===== config.mk =====
export PLATFORM = sky130hd
export DESIGN_NAME = hpdcache_req_sched
export DESIGN_NICKNAME = d
export VERILOG_FILES = /design/src/rtl/hpdcache_req_sched.sv
export SDC_FILE = /design/constraint.sdc
export NUM_CORES = 1
export LEC_CHECK = 0
export CORE_MARGIN = 3
export CORE_UTILIZATION = 39
export DETAILED_ROUTE_END_ITERATION = 10
export PLACE_DENSITY_LB_ADDON = 0.15
export SLEW_MARGIN = 0
export SYNTH_ARGS = -nofsm -noshare
export SYNTH_HDL_FRONTEND = slang
export SYNTH_SLANG_ARGS = --single-unit

===== constraint.sdc =====
create_clock -name clk_i -period 7.11 [get_ports clk_i]
set_input_delay 1.7775 -clock clk_i [delete_from_list [all_inputs] [get_ports clk_i]]
set_output_delay 1.7775 -clock clk_i [all_outputs]
set_load 0.05 [all_outputs]

===== src/rtl/hpdcache_req_sched.sv =====
// Round-robin scheduler sharing the HPDcache core request port between NumReq requesters.
// Caps in-flight requests per requester and issues uncached accesses alone on an idle cache.
module hpdcache_req_sched #(
    parameter int unsigned NumReq         = 3,
    parameter int unsigned AddrWidth      = 64,
    parameter int unsigned MaxOutstanding = 7,
    parameter logic [63:0] CachedBase     = 64'h8000_0000,
    parameter logic [63:0] CachedLength   = 64'h4000_0000,
    localparam int unsigned SrcW          = $clog2(NumReq)
) (
    input  logic                        clk_i,
    input  logic                        rst_i,
    input  logic [NumReq-1:0]           req_valid_i,
    output logic [NumReq-1:0]           req_ready_o,
    input  logic [NumReq*AddrWidth-1:0] req_addr_i,
    input  logic [NumReq-1:0]           req_we_i,
    output logic                        mem_valid_o,
    input  logic                        mem_ready_i,
    output logic [AddrWidth-1:0]        mem_addr_o,
    output logic                        mem_we_o,
    output logic [SrcW-1:0]             mem_src_o,
    input  logic                        rsp_valid_i,
    input  logic [SrcW-1:0]             rsp_src_i,
    output logic                        busy_o,
    output logic                        err_o
);
    typedef enum logic [1:0] {ARB, UC_DRAIN, UC_WAIT} state_e;

    localparam logic [AddrWidth-1:0] BASE = AddrWidth'(CachedBase);
    localparam logic [AddrWidth-1:0] LEN  = AddrWidth'(CachedLength);
    localparam logic [3:0]           CAP  = 4'(MaxOutstanding);

    state_e          r_state;
    logic [3:0]      r_cnt [NumReq];
    logic [SrcW-1:0] r_rr_ptr;
    logic [SrcW-1:0] r_lock_src;
    logic [SrcW-1:0] r_uc_src;
    logic            r_lock;
    logic            r_err;
    logic            r_rst_q;

    logic [NumReq-1:0] w_elig;
    logic [NumReq-1:0] w_uc;
    logic [NumReq-1:0] w_inc;
    logic [NumReq-1:0] w_dec;
    logic              w_total_zero;
    logic              w_rr_found;
    logic              w_win_valid;
    logic              w_valid;
    logic              w_to_drain;
    logic              w_hs;
    logic [SrcW-1:0]   w_scan;
    logic [SrcW-1:0]   w_rr_idx;
    logic [SrcW-1:0]   w_win;

    always_comb begin
        w_total_zero = 1'b1;
        for (int unsigned i = 0; i < NumReq; i++) begin
            // Subtract-then-compare keeps the region check safe against base+length overflow
            w_uc[i]   = !((req_addr_i[i*AddrWidth +: AddrWidth] >= BASE) &&
                          ((req_addr_i[i*AddrWidth +: AddrWidth] - BASE) < LEN));
            w_elig[i] = req_valid_i[i] && (r_cnt[i] < CAP);
            if (r_cnt[i] != '0) w_total_zero = 1'b0;
        end

        w_rr_found = 1'b0;
        w_rr_idx   = r_rr_ptr;
        w_scan     = r_rr_ptr;
        for (int unsigned k = 0; k < NumReq; k++) begin
            w_scan = SrcW'((32'(r_rr_ptr) + k) % NumReq);
            if (!w_rr_found && w_elig[w_scan]) begin
                w_rr_found = 1'b1;
                w_rr_idx   = w_scan;
            end
        end

        w_win       = r_lock ? r_lock_src : w_rr_idx;
        w_win_valid = r_lock ? w_elig[r_lock_src] : w_rr_found;
        w_valid     = 1'b0;
        w_to_drain  = 1'b0;
        case (r_state)
            ARB: begin
                if (w_win_valid) begin
                    if (w_uc[w_win] && !w_total_zero) w_to_drain = 1'b1;
                    else                              w_valid    = 1'b1;
                end
            end
            UC_DRAIN: begin
                w_win   = r_uc_src;
                w_valid = req_valid_i[r_uc_src] && w_total_zero;
            end
            default: ;
        endcase
    end

    assign mem_valid_o = w_valid && !rst_i && !r_rst_q;
    assign mem_src_o   = w_win;
    assign mem_addr_o  = req_addr_i[w_win*AddrWidth +: AddrWidth];
    assign mem_we_o    = req_we_i[w_win];
    assign w_hs        = mem_valid_o && mem_ready_i;
    assign busy_o      = !w_total_zero && !rst_i;
    assign err_o       = r_err && !rst_i;

    always_comb begin
        for (int unsigned i = 0; i < NumReq; i++) begin
            w_inc[i]       = w_hs && (w_win == SrcW'(i));
            w_dec[i]       = rsp_valid_i && (rsp_src_i == SrcW'(i));
            req_ready_o[i] = w_inc[i];
        end
    end

    always_ff @(posedge clk_i) begin
        r_rst_q <= rst_i;
        if (rst_i) begin
            r_state    <= ARB;
            r_rr_ptr   <= '0;
            r_lock     <= 1'b0;
            r_lock_src <= '0;
            r_uc_src   <= '0;
            r_err      <= 1'b0;
            for (int unsigned i = 0; i < NumReq; i++) r_cnt[i] <= '0;
        end else begin
            for (int unsigned i = 0; i < NumReq; i++) begin
                if (w_dec[i] && (r_cnt[i] == '0)) r_err <= 1'b1;
                if (w_inc[i] && !w_dec[i])
                    r_cnt[i] <= r_cnt[i] + 4'd1;
                else if (w_dec[i] && !w_inc[i] && (r_cnt[i] != '0))
                    r_cnt[i] <= r_cnt[i] - 4'd1;
            end

            r_lock     <= mem_valid_o && !mem_ready_i;
            r_lock_src <= w_win;
            if (w_hs)
                r_rr_ptr <= (w_win == SrcW'(NumReq-1)) ? '0 : w_win + SrcW'(1);

            case (r_state)
                ARB: begin
                    if (w_to_drain) begin
                        r_state  <= UC_DRAIN;
                        r_uc_src <= w_win;
                    end else if (w_hs && w_uc[w_win]) begin
                        r_state  <= UC_WAIT;
                        r_uc_src <= w_win;
                    end
                end
                UC_DRAIN: begin
                    if (w_hs)                            r_state <= UC_WAIT;
                    else if (!req_valid_i[r_uc_src])     r_state <= ARB;
                end
                UC_WAIT: begin
                    if (rsp_valid_i && (rsp_src_i == r_uc_src)) r_state <= ARB;
                end
                default: r_state <= ARB;
            endcase
        end
    end
endmodule

==> flow_summary.yaml <==
timing:
  finalMaxSlewViolations: 0
  period_share: 0.959
  max_slew.worst_pin.slew_ns: 1.22
  rsz_0062_raised_after_global_routing: "no"
  fin_crit_period_ns: 6.82
  fin_worst_hold_slack_ns: 0.466
  fin_tns_setup_ns: 0
  max_slew_margin: 0.180
  setup-violations-final: 0
  final_hold_viol_count: 0
  fmax_mhz: 147
  skew_ns: 0.00308
cells_and_area:
  diodes: 0
  layout.filler_cells: 893
  nNetsFinal: 1158
  finish.utilization: 0.730
  area_of_combinational_cells_with_multiple_inputs_sq_mm: 0.00386
  area_growth_pct: 80.7
  final-seq-area_sq_um: 581
  instances_no_fill: 1083
  final_layout_size_suffix_gt1_frac: 0.121
critical_path:
  setup.worst_path.class: "input pin to output pin"
  timing.critical_path.from: "req_addr_i[100]"
  worstSetupEndpointType: "output pin"
  crit_path_max_fanout: 4
  critPathRequiredTime_ns: 5.33
  regToRegStartpoint: "r_cnt[2][0]"
  critical_path_arrival_ns: 5.04
  setup.worst_path.start_class: "input pin"
synth:
  synth_simple_gate_area_share: 0.338
  dominant_combinational_cell_family_by_area_after_synthesis: "simple AND/OR/NAND/NOR gates"
  synth_top_cell_area_share: 0.141
  synth-async-reset-ratio: 0
  postSynthCellCount: 672
  synth-compound-area-share: 0.273
  synth_ff_type: "edfxtp_1"
  synth_fp_nets: 889
  post_synth_mux_area_share: 0.141
  yosys-top-cells-count: "nand2_1 (87), o21ai_0 (77), nor2_1 (67)"
  post_synth_main_area_contributors: "mux2i_1 (14%), o21ai_0 (8.3%), edfxtp_1 (7.7%)"
  post_synth_num_cell_types: 79
  synth.avg_cell_area_sq_um: 6.95
  synthAdderAreaFrac: 0.0402
  synthesis.yosys.warnings: 0
  synth_seq_area_share: 0.124
  xor_xnor_share_of_the_synthesized_area: 0.0300
  syn_area_sq_mm: 0.00467
  synth_enable_flop_cells: 12
  synth_top_area_cell: "mux2i_1"
  yosysMostFrequentCell: "nand2_1"
  synth_seq_cells: 23
clock_network:
  clock_buffer_count_from_cts: 3
  cts-root-buf: "clkbuf_16"
  cts_tree: "built"
  worst_skew_pair.late_latency_ns: 0.26
  cts.repair_timing.setup_buffer_count: 0
  tritoncts_num_sinks: 23
  cts_htree_levels: 1
  cts.path.max_buffers: 2
  cts.reportedPaths.clkPinSlew_ns: 0.06
global_routing:
  grt_max_degree: 66
  first_global_vias: 6577
  track_usage: 0.347
  overflow: 0
  grt_antenna_before_repair: 0
  grt_pass1_wl_mm: 36.3
die:
  ioPinCount: 277
  core_area_sq_mm: 0.0116
  dieArea_sq_mm: 0.0133
  starting_density: 0.404
  die_height_um: 115
  die_width_um: 115
  count_of_standard_cell_rows: 39
route:
  antenna_violating_nets_post_route: 0
  initialDrtViolationCount: 856
  detail_route.wirelength_mm: 24.3
  first_pass_iteration_count_of_the_detailed_router: 6
  num_vias: 6723
  drcViolationCount: 0
  post_drt_via_cell_ratio: 6.21
  drt-wirelength-per-cell_um: 22.4
placement:
  placed_cells_incl_taps: 1079
  detailedPlacementHpwl_mm: 20.3
  port-buffer-count: 276
  gpl.final_weighted_congestion: 0.973
status:
  status: "finished clean"
power:
  static-leakage-power_uw: 0.00329
  peakVddDrop_mv: 0.197
  power.density_cell_area_mw_per_mm2: 247
job:
  max_cap_violations: 0
worst_hold_path:
  min_from: "r_rst_q"
  worstHoldPathType: "register to register"
## placed cells by master (no fill, tap or decap), types with 16 or more instances in the layout
cell type and n:
nor2_1 66, o21ai_0 77, clkdlybuf4s50_1 206, nor3_1 21, mux2i_1 66, inv_1 32, nand2_1 87, buf_12 71
buf_4 17, nor4_1 22, a21oi_1 22, nand4_1 16
## metrics by stage
stage	instance area (sq um)	setup slack, ns	power [uW]
after detailed placement	8360	0.305	1950
after global placement	8360	0.367	1930
final	8440	0.291	2090
after global routing	8440	0.0676	2150
after CTS	8440	0.288	2080
after floorplan	4670	0.0745	1040
## critical path, cell delays in order
cell and delay [ns]:
clkdlybuf4s50_1 0.45, nor4_1 0.66, nand4_1 0.27, or3_1 0.44, o32ai_1 0.28, nand4bb_1 0.21, nand3_1 0.17, o211ai_1 0.12
and2_1 0.19, nor3_1 0.29, buf_12 0.19
## timing repair
action	CTS	global route
setup endpoints to repair	0	1
hold buffers	0	0
gates resized for setup	0	1
## final timing paths
check | endpoint | slack [ns] | cells past startpoint
worst max register to register | r_cnt[0][3] | 2.37 | 18
worst max-delay path | mem_valid_o | 0.29 | 11
worst min-delay path | r_lock | 0.47 | 1
worst min register to register | r_lock | 0.47 | 1
## cell families (layout without fill, tap and decap cells)
logic type	after synthesis	count (layout)
fa+ha+maj	14	14
buf+inv	63	331
simple gates	303	303
mux	66	66
xor+xnor	16	16
flops	23	23
compound gates	187	187
## registers in the layout (all words and copies together), names as in the netlist
register and count:
r_cnt 12, r_err 1, r_lock 1, r_lock_src 2
r_rr_ptr 2, r_rst_q 1, r_state 2, r_uc_src 2
## cell type report
type | count | share of cell area
Multi-Input combinational cell | 586 | 0.458
Timing Repair Buffer | 294 | 0.428
Sequential cell | 23 | 0.0688
Tap cell | 143 | 0.0212
Inverter | 33 | 0.0147
Clock buffer | 3 | 0.00890
Clock inverter | 1 | 0.000593
## routing by layer
metal	part of all wire	GRT usage	vias to the layer above
met5	0	0	-
met3	0.085	0.0658	58
met2	0.51	0.627	420
met4	0.040	0.124	0
met1	0.37	0.409	3153
li1	-	-	3092
## power by group
part	internal, uW	total (uW)	switching (uW)
registers	153	169	15.8
logic	784	1790	1010
clock network	75.8	126	50.0
total	1010	2090	1070
No activity file was read; power rests on OpenSTA's default activity.
